<file path="config.mk">
export PLATFORM = sky130hd
export DESIGN_NAME = wf_done_collector
export DESIGN_NICKNAME = d
export VERILOG_FILES = /design/src/rtl/wf_done_collector.sv
export SDC_FILE = /design/constraint.sdc
export NUM_CORES = 1
export LEC_CHECK = 0
export ABC_CLOCK_PERIOD_IN_PS = 15740
export BUFFER_PORTS_ARGS = -buffer_cell sky130_fd_sc_hd__clkbuf_2
export CORE_ASPECT_RATIO = 2
export CORE_UTILIZATION = 55
export CTS_CLUSTER_DIAMETER = 50
export CTS_CLUSTER_SIZE = 12
export DETAILED_ROUTE_END_ITERATION = 8
export PLACE_DENSITY_LB_ADDON = 0.1
export SLEW_MARGIN = 20
export SYNTH_ARGS = -nofsm -noshare
export SYNTH_HDL_FRONTEND = slang
export SYNTH_SLANG_ARGS = --single-unit
</file>
<file path="constraint.sdc">
create_clock -name clk -period 15.74 [get_ports clk]
set_input_delay 2.361 -clock clk [delete_from_list [all_inputs] [get_ports clk]]
set_output_delay 2.361 -clock clk [all_outputs]
set_load 0.05 [all_outputs]
</file>
<file path="src/rtl/wf_done_collector.sv">
// Collects per-warp completion tags through a round-robin arbiter into a small
// FIFO that the CTA scheduler drains over a valid/ready handshake.
module wf_done_collector #(
   parameter int NUM_WARP   = 8,
   parameter int TAG_WIDTH  = 8,
   parameter int FIFO_DEPTH = 4,
   localparam int CNT_W     = $clog2(FIFO_DEPTH) + 1
) (
   input  logic                          clk,
   input  logic                          rst_n,
   input  logic [NUM_WARP-1:0]           warp_done_valid_i,
   input  logic [NUM_WARP*TAG_WIDTH-1:0] warp_done_tag_i,
   output logic [NUM_WARP-1:0]           warp_done_ready_o,
   output logic                          warp2cta_valid_o,
   input  logic                          warp2cta_ready_i,
   output logic [TAG_WIDTH-1:0]          warp2cta_wf_tag_done_o,
   output logic [CNT_W-1:0]              fifo_count_o
);

   localparam int PTR_W = (FIFO_DEPTH > 1) ? $clog2(FIFO_DEPTH) : 1;
   localparam int RR_W  = (NUM_WARP > 1) ? $clog2(NUM_WARP) : 1;
   localparam logic [RR_W:0]    NUM_WARP_C = (RR_W + 1)'(NUM_WARP);
   localparam logic [RR_W-1:0]  LAST_WARP  = RR_W'(NUM_WARP - 1);
   localparam logic [CNT_W-1:0] DEPTH_C    = CNT_W'(FIFO_DEPTH);

   logic [RR_W-1:0]      rr_q, rr_d;
   logic [PTR_W-1:0]     wr_q, wr_d;
   logic [PTR_W-1:0]     rd_q, rd_d;
   logic [CNT_W-1:0]     count_q, count_d;
   logic [TAG_WIDTH-1:0] mem_q [FIFO_DEPTH];

   logic                 grant_found;
   logic [RR_W-1:0]      grant_idx;
   logic [NUM_WARP-1:0]  grant_onehot;
   logic [TAG_WIDTH-1:0] grant_tag;
   logic                 fifo_space;
   logic                 push;
   logic                 pop;

   assign warp2cta_valid_o       = (count_q != '0);
   assign warp2cta_wf_tag_done_o = mem_q[rd_q];
   assign fifo_count_o           = count_q;

   assign pop        = warp2cta_valid_o && warp2cta_ready_i;
   assign fifo_space = (count_q < DEPTH_C) || pop;

   // Round-robin search: first valid warp at or after rr_q, wrapping past the last warp.
   always_comb begin
      logic [RR_W:0] cand;
      cand        = '0;
      grant_found = 1'b0;
      grant_idx   = '0;
      for (int k = 0; k < NUM_WARP; k++) begin
         cand = {1'b0, rr_q} + (RR_W + 1)'(k);
         if (cand >= NUM_WARP_C) begin
            cand = cand - NUM_WARP_C;
         end
         if (!grant_found && warp_done_valid_i[cand[RR_W-1:0]]) begin
            grant_found = 1'b1;
            grant_idx   = cand[RR_W-1:0];
         end
      end
   end

   always_comb begin
      grant_onehot = '0;
      grant_tag    = '0;
      for (int w = 0; w < NUM_WARP; w++) begin
         if (grant_idx == RR_W'(w)) begin
            grant_onehot[w] = 1'b1;
            grant_tag       = warp_done_tag_i[w*TAG_WIDTH +: TAG_WIDTH];
         end
      end
   end

   // Ready is forced low while reset is held so no warp sees a phantom acceptance.
   always_comb begin
      push              = grant_found && fifo_space && rst_n;
      warp_done_ready_o = push ? grant_onehot : '0;
   end

   always_comb begin
      rr_d    = rr_q;
      wr_d    = wr_q;
      rd_d    = rd_q;
      count_d = count_q;
      if (push) begin
         rr_d = (grant_idx == LAST_WARP) ? '0 : grant_idx + 1'b1;
         wr_d = wr_q + 1'b1;
      end
      if (pop) begin
         rd_d = rd_q + 1'b1;
      end
      case ({push, pop})
         2'b10:   count_d = count_q + 1'b1;
         2'b01:   count_d = count_q - 1'b1;
         default: count_d = count_q;
      endcase
   end

   always_ff @(posedge clk or negedge rst_n) begin
      if (!rst_n) begin
         rr_q    <= '0;
         wr_q    <= '0;
         rd_q    <= '0;
         count_q <= '0;
      end else begin
         rr_q    <= rr_d;
         wr_q    <= wr_d;
         rd_q    <= rd_d;
         count_q <= count_d;
      end
   end

   // Tag storage carries no reset; occupancy alone decides what is meaningful.
   always_ff @(posedge clk) begin
      if (push) begin
         mem_q[wr_q] <= grant_tag;
      end
   end

endmodule

</file>
# After elaboration in Yosys (flattened, before gate mapping)
# Memory sizes are Yosys's and may differ from the RTL's.
# Cells that the tools add are included.
[word_totals]
register_bits = 10
ram_bits = 32
inputBits = 75
output_inout_bits = 20
word_cells = 133
mem_count = 1
[mem_list]
columns = ["memory", "depth", "width", "read_ports", "rd_clocked_by_memory_dff", "wr", "line_no", "text"]
rows = [
  ["mem_q", 4, 8, 1, 0, 1, "30", "logic [TAG_WIDTH-1:0] mem_q [FIFO_DEPTH];"],
]
[op_classes]
n_addsub = 20
n_lt_le_gt_ge = 17
eq_ne = 9
muxes = 61
n_reduce_logical = 21
[ops]
columns = ["op", "count"]
rows = [
  ["two-way mux 8 bit", 9],
  ["two-way mux 3 bit", 17],
  ["< comparator 3 x 4 -> 1 bit (second input constant)", 8],
  ["greater-or-equal comparator 4 bit (second input constant)", 7],
  ["subtractor 3 x 1 -> 3 bit (second input constant)", 9],
  ["two-way mux 1 bit", 26],
  ["binary-select mux 1 bit (select 3 bit)", 8],
  ["adder 3 x 3 -> 4 bit (second input constant)", 4],
  ["equality test 3 bit (second input constant)", 4],
  ["logical AND 1 bit", 10],
  ["adder 3 x 2 -> 4 bit (second input constant)", 2],
  ["logical NOT 1 bit", 7],
  ["adder 3 x 1 -> 3 bit (second input constant)", 2],
  ["equality test 3 x 2 -> 1 bit (second input constant)", 2],
  ["case mux 3 bit (2 select lines)", 1],
  ["adder 2 x 1 -> 2 bit (second input constant)", 2],
  ["adder 3 x 1 -> 4 bit (second input constant)", 1],
  ["greater-or-equal comparator 3 x 4 -> 1 bit (second input constant)", 1],
  ["equality test 3 x 1 -> 1 bit (second input constant)", 1],
  ["logical NOT 3 bit", 1],
  ["< comparator 3 bit (second input constant)", 1],
  ["nonzero test 3 bit", 1],
  ["equality test 2 x 1 -> 1 bit (second input constant)", 1],
  ["equality test 2 bit (second input constant)", 1],
  ["2 further kinds", 2],
]

# Longest topological paths before layout
[depth]
ltp_word = 35
depth_mapped = 22
mapped_depth_nobuf = 16

# Worst setup path after synthesis
# No wires, ideal clock.
[synth_path]
kind = "input -> output"
from = "input port warp_done_valid_i[7]"
to = "output port warp_done_ready_o[7]"
arrival_time_ns = 5.758
required_time_ns = 13.379
setup_slack_ns = 7.621
cell_stages = 12
path_buffers = 4
path_cell_list = "mux4_2 > a221o_1 > or3_4 > a2111oi_4 > a32oi_2 > a21oi_4 > buf_4 > buf_6 > ha_1 > clkbuf_1 > clkbuf_1 > and2_1"
[synth_between]
elab_chain_len = 27
[synth_rtl]
columns = ["element", "line_no", "text"]
rows = [
  ["start: declaration", "11", "input logic [NUM_WARP-1:0] warp_done_valid_i,"],
  ["binary-select mux 1 bit (select 3 bit)", "58", "if (!grant_found && warp_done_valid_i[cand[RR_W-1:0]]) begin"],
  ["two-way mux 1 bit (not written as such)", "58", ""],
  ["two-way mux 1 bit", "58", ""],
  ["logical NOT 1 bit", "58", ""],
  ["logical AND 1 bit", "58", ""],
  ["two-way mux 1 bit", "58", ""],
  ["logical NOT 1 bit", "58", ""],
  ["logical AND 1 bit", "58", ""],
  ["[... 11 more ...]", "--", ""],
  ["logical AND 1 bit", "58", ""],
  ["two-way mux 1 bit", "58", ""],
  ["logical NOT 1 bit", "58", ""],
  ["logical AND 1 bit", "58", ""],
  ["two-way mux 3 bit or two-way mux 1 bit (tied branches)", "58", ""],
  ["equality test 3 bit or logical AND 1 bit (tied branches)", "69, 78", ""],
  ["two-way mux 1 bit or logical AND 1 bit (tied branches)", "69, 78", ""],
  ["two-way mux 8 bit *", "79", "warp_done_ready_o = push ? grant_onehot : '0;"],
  ["end: declaration", "13", "output logic [NUM_WARP-1:0] warp_done_ready_o,"],
]
# Every way passes the cells marked *; elsewhere a longest branch is shown, timed or not. The select of a mux whose other input is x is not followed.

# Worst setup path after layout
# Ends and elaborated chain as after synthesis.

==> key figures <==
Outcome
  – Status: completed

Global route
  – Initial antenna violation count: 0
  – Largest net degree at the start of global routing: 35
  – Vias in the first global route: 3065
  – GRT overflow: 0
  – First-pass GRT wire length: 15000 um
  – Total GRT Usage: between 30% and 40%

Clocking
  – CTS Buffer Depth: 2
  – Root buffer cell: clkbuf_16
  – Worst skew pair latency: 0.29 ns
  – Clk sinks: 42
  – # hold bufs at CTS: 0
  – H-tree lvl count: 2
  – Post-cts resize count: 0
  – Post-CTS Repair Setup Buffers: 0
  – TritonCTS clock tree: done
  – CTS buffer count: 5
  – Worst-path clk slew: 0.06 ns

Logic synthesis
  – Async SR Flop Fraction: between 20% and 30%
  – Synth unique cells: 52
  – Register bit total from synthesis: 42
  – Top cells by area, synth: edfxtp_1, mux4_2, dfrtp_1
  – Post-synth EDFFs: 32
  – Share of the synthesized area in the top cell type: between 20 and 30%
  – Post-Synthesis Mean Instance Area: 9.93 sq um
  – Synth area leader: edfxtp_1
  – Mapped Area: about 3500 sq um
  – Mapped Cells: 350
  – Net Count, Synth: 439
  – Post-synth top flop: edfxtp_1
  – List of most frequent post-synthesis cells: edfxtp_1, nand2_1, nor2_1, o21ai_0, a21oi_1
  – Synth warn: 0
  – Cell with the most instances after synthesis: edfxtp_1
  – Post-synthesis sequential area ratio: 34.8%

Timing
  – Final min period: about 8.6 ns
  – Setup TNS: 0 ns
  – Tcrit/Tclk final: 54.3%
  – Tightest Pin Transition: approximately 0.86 ns
  – RSZ-0062 raised after global routing: false
  – Setup Skew: 0.00983 ns
  – Slew headroom: 42.6%
  – Fin. Hold Viols: 0
  – Fmax: 0.117 GHz
  – Slew Viols, Final: 0
  – Final Setup Violations: 0

Floorplanning
  – Die area: 6660 sq um
  – Row count: 40
  – Chip Height: 114 um
  – IO Pins: between 90 and 100
  – Core Footprint: 6060 sq um
  – Initial Utilization: a little under three fifths
  – Die X-Extent: 58.2 um

Placed design
  – PortBufs: 94
  – Gpl congestion: 0.982
  – Placed cells: 505
  – HPWL after detailed placement: 8030 um

Finish
  – # diodes: 0
  – Final Non-Filler Cells: 513
  – Multi-input gate area: 2090 sq um
  – Nets@finish: 517
  – Sequential standard cell area: 1210 sq um
  – Layout Area Growth over Synthesis: 17.8%
  – Fillers: 495
  – Fraction of layout cells with a size suffix above 1: 31.5%

Run
  – Total of max-cap violations: 0

Critical path
  – CP max FO: 34
  – Crit path arrival time: 6.19 ns
  – Critical Setup Path Class: input pin to output pin
  – Crit start category: input pin
  – Reg2Reg Depth: 17
  – Req. time, crit path: around 13 ns
  – Slowest stage delay, CP: slightly above 0.7 ns
  – Crit path top cell by count: clkbuf_2
  – Flop2flop setup slack: 9.29 ns
  – Critical path capture point type: output pin
  – Slowest-stage cell, CP: a21oi_4
  – Worst path cell trace: clkbuf_2 > mux4_2 > a221o_1 > or3_4 > a2111oi_4 > a32oi_2 > a21oi_4 > ha_1 > buf_4 > and2_1 > clkbuf_2

Route
  – DR WL/cell: 19.3 um
  – Vias per inst: 5.95
  – Initial drt markers: approximately 190
  – Total routed wirelength: 9890 um
  – Routed Antenna Nets: 0
  – DRC violations left: 0
  – First-pass iteration count of the detailed router: 5
  – Via count: 3050

Hold path
  – Hold path cells: 1
  – Hold Crit Class: flip-flop to flip-flop
-- state kept, by name, summed over array words and instances, names as in the netlist --
| signal | flops |
|---|---|
| rd_q | 2 |
| wr_q | 2 |
| fifo_count_o | 3 |
| mem_q | 32 |
| rr_q | 3 |
-- metal layers --
| metal | part of all wire, % | track usage (%) |
|---|---|---|
| met5 | 0 | 0 |
| met4 | 6.3 | 21.7 |
| met3 | 3.2 | 2.82 |
| met2 | 58 | 61.1 |
| met1 | 33 | 27.4 |
-- kinds of logic after synthesis --
logic type      Yosys count  share of synthesized area (%)
mux                      40                           17.5
buf+inv                  41                           5.22
flops                    42                           34.8
compound gates           95                           19.5
simple gates            109                           15.4
fa+ha+maj                14                           5.25
xor+xnor                  9                           2.27
-- placed cells by master (no fill, tap or decap), types with 3 or more instances in the layout --
master	n
a22o_1	8
mux4_2	16
nor2b_1	9
inv_1	14
dfrtp_1	10
ha_1	13
a22oi_1	9
and2_1	9
mux2i_1	17
o211ai_1	3
nand2_1	31
clkbuf_16	5
buf_4	3
a21oi_1	22
a211oi_1	8
xnor2_1	6
and3_1	15
mux2_2	7
o21ai_0	25
clkbuf_2	94
xor2_1	3
edfxtp_1	32
nor2_1	31
-- final timing paths --
kind,startpoint,to
worst max-delay path,warp_done_valid_i[7],warp_done_ready_o[7]
min in group asynchronous,rst_n,rr_q[0]
worst min-delay path,fifo_count_o[0],fifo_count_o[0]
worst min register to register,fifo_count_o[0],fifo_count_o[0]
worst max register to register,rr_q[0],mem_q[1][1]
max in group asynchronous,rst_n,rd_q[0]
-- cell type report --
type	count	area share, %
Sequential cell	42	29.6
Timing Repair Buffer	97	12.0
Clock buffer	6	3.15
Multi-Input combinational cell	267	51.0
Inverter	15	1.37
Clock inverter	2	0.336
Tap cell	84	2.57
-- critical path, delay by kind of cell --
family | cells | cell delay, ns
buf+inv | 3 | 0.71
fa+ha+maj | 1 | 0.26
compound gates | 4 | 1.66
mux | 1 | 0.55
simple gates | 2 | 0.63
-- per-stage QoR --
stage,utilization [%],cell area (sq um),setup WS (ns),hold WS (ns)
finish,67.6,4100,7.19,0.524
global route,67.6,4100,7.03,0.528
CTS,67.6,4090,7.23,0.518
detailed placement,65.2,3950,7.26,0.507
global placement,65.2,3950,7.32,0.492
floorplan,-,3480,7.62,0.580
Power is left out: the tool's default activity adds up to more than one toggle a clock period on the data nets, which glitch-free logic cannot reach.
